### src/rtl/usb_host_pkg.sv
// usb_host_pkg: shared USB host encodings for line control, tx sequencing and rx connect state.
package usb_host_pkg;
  typedef enum logic [1:0] {
    LINE_SIE = 2'b00,
    LINE_SE0 = 2'b01,
    LINE_K   = 2'b10,
    LINE_J   = 2'b11
  } lineCtrl_t;
  typedef enum logic [2:0] {
    IDLE,
    RST_SE0,
    RES_K,
    RES_EOP_SE0,
    RES_EOP_J
  } txState_t;
  typedef enum logic [1:0] {
    CONN_DISCONNECT = 2'b00,
    CONN_LOW_SPEED  = 2'b01,
    CONN_FULL_SPEED = 2'b10
  } connState_t;
  function automatic lineCtrl_t lineOf(txState_t s);
    return (s == RST_SE0 || s == RES_EOP_SE0) ? LINE_SE0 :
           (s == RES_K)                       ? LINE_K   :
           (s == RES_EOP_J)                   ? LINE_J   : LINE_SIE;
  endfunction
endpackage

### src/rtl/usb_dur_counter.sv
// usb_dur_counter: loadable down-counter that parks at zero instead of wrapping.
module usb_dur_counter #(
  parameter int CNT_W = 20
) (
  input  logic             clk,
  input  logic             rst,
  input  logic             load,
  input  logic             en,
  input  logic [CNT_W-1:0] loadVal,
  output logic [CNT_W-1:0] count,
  output logic             zero
);
  always_ff @(posedge clk or negedge rst) begin
    if (!rst) count <= '0;
    else if (load) count <= loadVal;
    else if (en && !zero) count <= count - 1'b1;
  end
  assign zero = (count == '0);
endmodule

### src/rtl/usb_tx_line_signal_ctrl.sv
// usb_tx_line_signal_ctrl: takes the line from the SIE to drive timed bus reset and resume signalling.
module usb_tx_line_signal_ctrl
  import usb_host_pkg::*;
#(
  parameter int CLK_PER_US   = 48,
  parameter int RESET_US     = 10000,
  parameter int RESUME_US    = 20000,
  parameter int EOP_SE0_CLKS = 64,
  parameter int EOP_J_CLKS   = 32,
  parameter int CNT_W        = 20
) (
  input  logic       clk,
  input  logic       rst,
  input  logic       sendResetReq,
  input  logic       sendResumeReq,
  input  logic       disconnectIn,
  output logic [1:0] lineCtrlOut,
  output logic       forceOeOut,
  output logic       busyOut,
  output logic       doneOut,
  output logic       abortOut
);
  localparam logic [CNT_W-1:0] RST_LOAD = CNT_W'(RESET_US * CLK_PER_US - 1);
  localparam logic [CNT_W-1:0] RES_LOAD = CNT_W'(RESUME_US * CLK_PER_US - 1);
  localparam logic [CNT_W-1:0] SE0_LOAD = CNT_W'(EOP_SE0_CLKS - 1);
  localparam logic [CNT_W-1:0] J_LOAD   = CNT_W'(EOP_J_CLKS - 1);

  txState_t         state, nextState;
  logic             load, zero, doneNext, abortNext;
  logic [CNT_W-1:0] loadVal, count;

  usb_dur_counter #(.CNT_W(CNT_W)) durCnt (
    .clk(clk), .rst(rst), .load(load), .en(state != IDLE),
    .loadVal(loadVal), .count(count), .zero(zero)
  );

  always_comb begin
    nextState = state;
    load      = 1'b0;
    loadVal   = '0;
    doneNext  = 1'b0;
    abortNext = 1'b0;
    if (state == IDLE) begin
      if (!disconnectIn && sendResetReq) begin
        nextState = RST_SE0;
        load      = 1'b1;
        loadVal   = RST_LOAD;
      end else if (!disconnectIn && sendResumeReq) begin
        nextState = RES_K;
        load      = 1'b1;
        loadVal   = RES_LOAD;
      end
    end else if (disconnectIn) begin
      nextState = IDLE;
      abortNext = 1'b1;
    end else if (zero) begin
      case (state)
        RES_K: begin
          nextState = RES_EOP_SE0;
          load      = 1'b1;
          loadVal   = SE0_LOAD;
        end
        RES_EOP_SE0: begin
          nextState = RES_EOP_J;
          load      = 1'b1;
          loadVal   = J_LOAD;
        end
        default: begin
          nextState = IDLE;
          doneNext  = 1'b1;
        end
      endcase
    end
  end

  // Outputs follow the next state so every pin changes on the same edge as the state.
  always_ff @(posedge clk or negedge rst) begin
    if (!rst) begin
      state       <= IDLE;
      lineCtrlOut <= LINE_SIE;
      forceOeOut  <= 1'b0;
      busyOut     <= 1'b0;
      doneOut     <= 1'b0;
      abortOut    <= 1'b0;
    end else begin
      state       <= nextState;
      lineCtrlOut <= lineOf(nextState);
      forceOeOut  <= (nextState != IDLE);
      busyOut     <= (nextState != IDLE);
      doneOut     <= doneNext;
      abortOut    <= abortNext;
    end
  end
endmodule

### config.mk
export PLATFORM = sky130hd
export DESIGN_NAME = usb_tx_line_signal_ctrl
export DESIGN_NICKNAME = d
export VERILOG_FILES = /design/src/rtl/usb_host_pkg.sv /design/src/rtl/usb_dur_counter.sv /design/src/rtl/usb_tx_line_signal_ctrl.sv
export SDC_FILE = /design/constraint.sdc
export NUM_CORES = 1
export LEC_CHECK = 0
export BUFFER_PORTS_ARGS = -buffer_cell sky130_fd_sc_hd__buf_2
export CAP_MARGIN = 15
export CORE_MARGIN = 4
export CORE_UTILIZATION = 45
export DETAILED_ROUTE_END_ITERATION = 16
export GPL_ROUTABILITY_DRIVEN = 1
export PLACE_DENSITY_LB_ADDON = 0.1
export SLEW_MARGIN = 25
export SYNTH_ARGS = -nofsm -noshare
export SYNTH_HDL_FRONTEND = slang
export SYNTH_HIERARCHICAL = 1
export SYNTH_SLANG_ARGS = --single-unit
### constraint.sdc
create_clock -name clk -period 2.9 [get_ports clk]
set_clock_uncertainty 0.2 [all_clocks]
set_input_delay 0.58 -clock clk [delete_from_list [all_inputs] [get_ports clk]]
set_output_delay 0.58 -clock clk [all_outputs]
set_load 0.1 [all_outputs]
# Word-level counts from Yosys, hierarchy flattened
# Index checks and enable logic that the tools add are counted.
# word_totals
reg_bits	28
latchBits	0
mem_bits_rw	0
rom_bits	0
inputBits	5
output_inout_bits	6
memories	0
# op_classes
addsub	1
multipliers	0
n_div	0
order_cmp	0
eq_ne	6
shift	0
n_mux	29
bitwise	0
n_reduce_logical	12
# ops
op	count
20-bit two-way mux	5
20-bit zero test	1
20-bit by 1-bit subtractor with 20-bit output, second input constant	1
3-bit two-way mux	5
3-bit by 2-bit equality test with 1-bit output, second input constant	4
1-bit two-way mux	12
6-bit two-way mux	2
6-bit one-hot mux with 2 select lines	1
2-bit two-way mux	3
3-bit one-hot mux with 2 select lines	1
3-bit nonzero test	2
3-bit by 1-bit equality test with 1-bit output, second input constant	1
3-bit equality test, second input constant	1
1-bit logical AND	3
3-bit zero test	1
1-bit zero test	2
2-bit nonzero test	1
2-bit OR reduction	1
1-bit logical OR	1

# Longest topological paths before layout
# Gate-level depths: netlist of the first run.
# depth
depth_word	9
ltp_mapped	11

# Modules after synthesis
# Netlist of the first run, hierarchy kept.
# modules_own_cells
mod	n_inst	cells_per_inst	area_each_um2	seq_area_each_um2
usb_dur_counter	1	132	1244.9	500.5
usb_tx_line_signal_ctrl	1	39	411.6	200.2

# Least setup slack after synthesis of the first run
# Ideal clock, no wire load.
# synth_path
kind	register to register
start	register durCnt.count[16]
end	register durCnt.count[11]
setup_time_ns	0.125
arrival_ns	2.755
slack_ns	-0.180
stages_incl_launch_ff	10
path_buffers	2
synth_period_minus_slack_ns	3.080
path_cell_list	dfrtp_1 -> nor4_1 -> nand4_1 -> nor2_1 -> nand2_1 -> o21ai_0 -> clkbuf_1 -> inv_1 -> clkbuf_1 -> mux2_2
# synth_via
elab_chain_cells	5
# synth_rtl
item	line	source
from (decl)	usb_dur_counter.sv:10	output logic [CNT_W-1:0] count,
from (signal assigned)	usb_dur_counter.sv:15	else if (load) count <= loadVal;
from (signal assigned)	usb_dur_counter.sv:16	else if (en && !zero) count <= count - 1'b1;
20-bit zero test (*)	usb_dur_counter.sv:18	assign zero = (count == '0);
net zero	usb_tx_line_signal_ctrl.sv:29	logic load, zero, doneNext, abortNext;
1-bit two-way mux (*)	usb_tx_line_signal_ctrl.sv:56	end else if (zero) begin
1-bit two-way mux (*)	usb_tx_line_signal_ctrl.sv:53	end else if (disconnectIn) begin
1-bit two-way mux (*)	usb_tx_line_signal_ctrl.sv:43	if (state == IDLE) begin
net load	usb_tx_line_signal_ctrl.sv:29	
20-bit two-way mux or 2-bit nonzero test (tied branches)	n/a	
# Mark *: on every way through the listed nets, which the timed path passes. The rest lies on a longest branch.
# A chain may end at the register's enable or synchronous reset.

# Worst setup path after layout of the first run
# layout_path
start	register durCnt.count[6]
end	register durCnt.count[11]
# Same word-level chain as after synthesis.

==> results.py, run 1 <==
metrics = {
    "outcome": {
        "outcome": "finished, final reports clean",
    },
    "clock_network": {
        "clockBufferDepth": 2,
        "clk_latency_ps": 280,
        "htree_levels": 1,
        "root_buffer": "clkbuf_8",
        "cts.sinks": 28,
        "cts_tree": "done",
        "holdBufCountCts": 0,
        "numCtsBuffers": 3,
        "path_clk_slew_ps": 100,
    },
    "routing": {
        "wl_met2_um": 1750,
        "vias": 1327,
        "drc": 0,
        "via_per_inst": 5.82,
        "wl_met1_um": 1680,
        "drt_iter0_drc": 58,
        "antenna_left": 0,
        "wl_um": 3610,
        "maxUsedRoutingLayer": "met4",
        "met3_length_um": 121,
        "dr.pass1.iters": 4,
        "wl_per_cell_um": 15.8,
    },
    "synth": {
        "synth_ff_type": "dfrtp_1",
        "synth_top_family_by_area": "simple AND/OR/NAND/NOR gates",
        "synth_cell_type_count": 48,
        "synth-seq-cells": 28,
        "synth_edf_count": 0,
        "synthXorXnorAreaFrac": 0.0687,
        "synth_area_per_cell_um2": 9.69,
        "yosys_warnings": 6,
        "synth-compound-area-share": 0.162,
        "netlist_instances": 171,
        "post_synth_fa_ha_maj_area_fraction": 0.0151,
        "yosys.area_share.simple": 0.238,
        "synth_seq_area_share": 0.423,
        "synth.mux.area_fraction": 0.0529,
        "synth_area_mm2": 0.00166,
        "synth.net_count": 178,
        "async_reset_ff_frac": 1.00,
    },
    "critical_path": {
        "rr_endpoint": "durCnt/count[11]$_DFFE_PN0P_",
        "r2r-start": "durCnt/count[6]$_DFFE_PN0P_",
        "critPathLaunchType": "register",
        "cp_max_fo": 12,
        "endpoint_kind": "register",
        "rrSetupSlack_ps": 290,
        "path_class": "register to register",
        "r2r_cells": 7,
        "crit_required_ps": 2870,
        "critPathArrivalTime_ps": 2580,
    },
    "die": {
        "start_util": 0.481,
        "die_x_um": 68.7,
        "design.die.area_mm2": 0.00472,
        "boundaryPins": 11,
        "die_h_um": 68.7,
        "std_cell_rows": 21,
        "coreArea_mm2": 0.00344,
    },
    "sta": {
        "tns_ps": 0,
        "relSlewSlack": 0.531,
        "drv_slew": 0,
        "final_hold_viol_count": 0,
        "period_needed_ps": 2610,
        "fin_crit_sh": 0.900,
        "worst_pin_slew_ps": 698,
        "rsz0062_at_grt": "false",
        "setup_violations": 0,
        "max_freq_ghz": 0.383,
    },
    "power": {
        "clock_power_share": 0.162,
        "p_sw_frac": 0.425,
        "switching_power_mw": 0.644,
        "pwr-share-comb": 0.403,
        "ir_drop_uv": 398,
        "p_per_area_mw_per_mm2": 821,
        "pwr-share-seq": 0.435,
        "leakagePower_nw": 0.774,
        "intPower_mw": 0.872,
    },
    "layout": {
        "antennaDiodeCount": 0,
        "seq_area_um2": 701,
        "nets": 190,
        "nFillCells": 343,
        "syn2layout_area_growth_pct": 11.4,
        "fin_area_mm2": 0.00185,
        "multiInputGateArea_um2": 906,
        "layout-drive-gt1-share": 0.214,
    },
    "place": {
        "globalplace.congestion": 0.818,
        "dpl.hpwl_um": 2530,
        "postPlaceCellArea_mm2": 0.00178,
        "portBuffers": 10,
    },
    "job": {
        "cap_violations": 0,
    },
    "grt": {
        "grt_max_degree": 31,
        "grt_first_pass_wirelength_um": 6260,
        "grt_pass1_vias": 1317,
        "grt_use_total": 0.177,
        "antenna_found_initial": 0,
        "grt_overflow": 0,
    },
    "min_path": {
        "hp-class": "input pin to async pin",
    },
}
==> worst max-delay path, cell delays in order (launching register included) <==
cell and delay [ps]:
dfrtp_1 430, nor4_4 480, nand2_2 200, nor2_1 200, nand2_1 90, o21ai_1 260
inv_1 300, mux2_2 350
==> cells in the mapped netlist (2+ instances only) <==
cell,instances,area [um2]
dfrtp_1,28,701
nand2_1,18,67.6
o21ai_0,11,55.1
nor2_1,10,37.5
xor2_1,8,70.1
a21oi_1,7,35.0
inv_1,7,26.3
o211ai_1,7,52.6
mux2_2,6,67.6
clkbuf_1,5,18.8
xnor2_1,5,43.8
nand3_1,4,20.0
nor3_1,4,20.0
nor4_1,4,25.0
nand4_1,3,18.8
nand4b_1,3,26.3
a211oi_1,2,15.0
buf_2,2,10.0
ha_1,2,25.0
mux2i_1,2,20.0
nor4_2,2,25.0
nor4_4,2,42.5
o21ai_1,2,10.0
or3_1,2,12.5
or4_1,2,15.0
==> cell families after synthesis <==
| logic type | Yosys count |
|---|---|
| adder cells (fa/ha/maj) | 2 |
| AND/OR/NAND/NOR | 65 |
| multiplexers | 8 |
| AO/OA/AOI/OAI | 39 |
| XOR/XNOR | 13 |
| flip-flops | 28 |
| other | 1 |
| buffers and inverters | 15 |
==> cells in the final DEF (no fill, tap or decap), types with 6 or more instances in the layout <==
| cell | instances |
|---|---|
| o21ai_0 | 10 |
| mux2_2 | 6 |
| nand2_1 | 18 |
| inv_1 | 7 |
| xor2_1 | 8 |
| o211ai_1 | 7 |
| dfrtp_1 | 28 |
| buf_2 | 10 |
| nor2_1 | 10 |
| a21oi_1 | 7 |
==> layout make-up <==
cell class / instances / share of cell area
Clock buffer: 4 / 0.0298
Inverter: 7 / 0.0142
Multi-Input combinational cell: 128 / 0.491
Sequential cell: 28 / 0.380
Tap cell: 46 / 0.0312
Timing Repair Buffer: 15 / 0.0542
==> sequential cells by signal (all words and copies together), names as in the netlist <==
register and cells:
durCnt/count 20, state 3, lineCtrlOut 2, abortOut 1
busyOut 1, doneOut 1
==> per-stage QoR <==
| step | cells | setup WS, ps | total power [mW] | hold slack [ps] | utilization |
|---|---|---|---|---|---|
| 2_1_floorplan | 171 | 17.2 | 1.11 | 84.4 | - |
| 3_3_place_gp | 224 | 353 | 1.25 | 358 | 0.518 |
| 3_5_place_dp | 224 | 344 | 1.27 | 358 | 0.518 |
| 4_1_cts | 228 | 320 | 1.51 | 133 | 0.534 |
| 5_1_grt | 228 | 37.9 | 1.61 | 159 | 0.536 |
| 6_report | 228 | 290 | 1.52 | 123 | 0.536 |
==> worst max path at each step <==
| stage | startpoint | end | slack, ps | cells after the start |
|---|---|---|---|---|
| 3_3_place_gp | durCnt/count[16]$_DFFE_PN0P_ | durCnt/count[9]$_DFFE_PN0P_ | 350 | 7 |
| 4_1_cts | durCnt/count[6]$_DFFE_PN0P_ | durCnt/count[1]$_DFFE_PN0P_ | 320 | 8 |
| 5_1_grt | durCnt/count[16]$_DFFE_PN0P_ | durCnt/count[1]$_DFFE_PN0P_ | 40 | 8 |
| 2_1_floorplan | durCnt/count[15]$_DFFE_PN0P_ | durCnt/count[11]$_DFFE_PN0P_ | 20 | 9 |
| 3_5_place_dp | durCnt/count[6]$_DFFE_PN0P_ | durCnt/count[1]$_DFFE_PN0P_ | 340 | 8 |
| 6_report | durCnt/count[6]$_DFFE_PN0P_ | durCnt/count[11]$_DFFE_PN0P_ | 290 | 7 |
==> power groups by stage <==
stage	Clock [mW]	Combinational, mW	Sequential, mW
final	0.246	0.611	0.659
after global routing	0.266	0.671	0.678
after CTS	0.248	0.609	0.657
after detailed placement	0	0.602	0.664
after global placement	0	0.590	0.658
after floorplan	0	0.425	0.689
==> layer usage <==
| layer | GRT usage | vias to the layer above |
|---|---|---|
| met5 | 0 | - |
| met4 | 0.0670 | 0 |
| met3 | 0.0259 | 5 |
| met2 | 0.291 | 27 |
| met1 | 0.236 | 647 |
| li1 | - | 648 |
==> timing repair <==
item	in CTS	in global routing
buffers inserted	0	0
setup endpoints to repair	0	1
resized for setup	0	1
Power figures use the tool's default switching activity.
==> inputs of run 2 (changes only) <==
==> constraint.sdc (replaced) <==
create_clock -name clk -period 2.9 [get_ports clk]
set_clock_uncertainty 0.2 [all_clocks]
set_input_delay 0 -clock clk [delete_from_list [all_inputs] [get_ports clk]]
set_output_delay 0 -clock clk [all_outputs]
set_load 0.1 [all_outputs]
==> run 2 against run 1 <==
Register-to-register slack got worse by 120 ps. Core utilization rose by 1.5 points. Total power rose by 0.54%. Critical endpoint is now state[1]$_DFF_PN0_.
==> results.py, run 2 (same netlist as run 1, synthesis figures left out) <==
metrics = {
    "clock_network": {
        "path_clk_slew_ps": 100,
        "clk_latency_ps": 280,
        "cts_tree": "done",
        "root_buffer": "clkbuf_8",
        "numCtsBuffers": 3,
        "cts.sinks": 28,
        "htree_levels": 1,
        "clockBufferDepth": 2,
    },
    "routing": {
        "vias": 1347,
        "wl_um": 3690,
        "wl_per_cell_um": 15.8,
        "drt_iter0_drc": 90,
        "wl_met1_um": 1720,
        "maxUsedRoutingLayer": "met4",
        "drc": 0,
        "dr.pass1.iters": 5,
        "antenna_left": 0,
        "met3_length_um": 116,
        "via_per_inst": 5.78,
        "wl_met2_um": 1800,
    },
    "place": {
        "globalplace.congestion": 0.818,
        "dpl.hpwl_um": 2530,
        "portBuffers": 10,
    },
    "outcome": {
        "outcome": "finished, final reports clean",
    },
    "grt": {
        "grt_first_pass_wirelength_um": 6420,
        "grt_pass1_vias": 1344,
        "grt_overflow": 0,
        "grt_max_degree": 31,
        "antenna_found_initial": 0,
        "grt_use_total": 0.182,
    },
    "die": {
        "boundaryPins": 11,
        "die_x_um": 68.7,
        "die_h_um": 68.7,
        "start_util": 0.481,
        "design.die.area_mm2": 0.00472,
        "coreArea_mm2": 0.00344,
        "std_cell_rows": 21,
    },
    "sta": {
        "rsz0062_at_grt": "false",
        "max_freq_ghz": 0.367,
        "relSlewSlack": 0.526,
        "worst_pin_slew_ps": 705,
        "tns_ps": 0,
        "period_needed_ps": 2730,
        "drv_slew": 0,
        "fin_hold_ws_ps": 78.9,
        "fin_crit_sh": 0.941,
        "setup_violations": 0,
        "final_hold_viol_count": 0,
    },
    "critical_path": {
        "endpoint_kind": "register",
        "cp_max_fo": 8,
        "crit_required_ps": 2870,
        "critPathLaunchType": "register",
        "path_class": "register to register",
        "critPathArrivalTime_ps": 2690,
    },
    "layout": {
        "largest_register": "durCnt/count",
        "largest_reg_flops": 20,
        "nets": 195,
        "syn2layout_area_growth_pct": 14.4,
        "antennaDiodeCount": 0,
        "final_cell_mix": "dfrtp_1 (28), nand2_1 (18), o21ai_0 (10), nor2_1 (10), buf_2 (10)",
        "final_common_cell": "dfrtp_1",
        "top_regs": "durCnt/count (20), state (3), lineCtrlOut (2)",
        "layout-drive-gt1-share": 0.209,
    },
    "power": {
        "leakagePower_nw": 0.797,
        "power_mw": 1.52,
        "p_per_area_mw_per_mm2": 804,
        "ir_drop_uv": 398,
    },
    "job": {
        "cap_violations": 0,
    },
    "min_path": {
        "hp-class": "input pin to async pin",
    },
}
run 2: critical path, cell delays in order (launching register included):
cell           delay, ps
dfrtp_1              430
nor4_4               490
nand2_2              200
nor2_1               200
buf_4                170
o21ai_0               90
a32o_2               270
dlygate4sd3_1        560
run 2: stage by stage:
stage / setup WS, ps / instances / utilization / cell area, um2
3_3_place_gp: 353 / 224 / 0.518 / 1780
5_1_grt: 37.9 / 233 / 0.551 / 1900
6_report: 172 / 233 / 0.551 / 1900
4_1_cts: 218 / 233 / 0.549 / 1890
2_1_floorplan: 17.2 / 171 / - / 1660
3_5_place_dp: 344 / 224 / 0.518 / 1780
run 2: layer usage:
metal	vias to the layer above	global-route usage
met1	658	0.242
met4	0	0.0670
li1	658	-
met3	5	0.0259
met5	-	0
met2	26	0.300
run 2: area by class of cell:
| cell class | count | area [um2] |
|---|---|---|
| repair buffers | 20 | 150 |
| well taps | 46 | 57.6 |
| clock buffers | 4 | 55.1 |
| flip-flops and latches | 28 | 701 |
| multi-input cells | 128 | 906 |
| inverters | 7 | 26.3 |
| fillers | 335 | 1550 |
run 2: path summary, 6_finish.rpt:
check                                             startpoint                           end  slack, ps  depth (start not counted)
worst max-delay path             durCnt/count[6]$_DFFE_PN0P_            state[1]$_DFF_PN0_        170                          7
worst min-delay path                                     rst   durCnt/count[2]$_DFFE_PN0P_         80                          2
worst max register to register   durCnt/count[6]$_DFFE_PN0P_            state[1]$_DFF_PN0_        170                          7
worst min register to register  durCnt/count[19]$_DFFE_PN0P_  durCnt/count[19]$_DFFE_PN0P_        380                          2
max in group asynchronous                                rst            abortOut$_DFF_PN0_       2000                          2
min in group clk                durCnt/count[19]$_DFFE_PN0P_  durCnt/count[19]$_DFFE_PN0P_        380                          2
run 2: timing repair:
action,CTS,global route
hold buffers,5,0
gates resized for setup,0,1
setup buffers,0,0
endpoints found under the hold margin,38,0
endpoints found under the setup margin,0,1
run 2: where the power goes:
part	internal, mW	switching (mW)	total, mW
Combinational	0.254	0.365	0.619
Sequential	0.502	0.157	0.659
Clock	0.122	0.124	0.246
Total	0.877	0.647	1.52
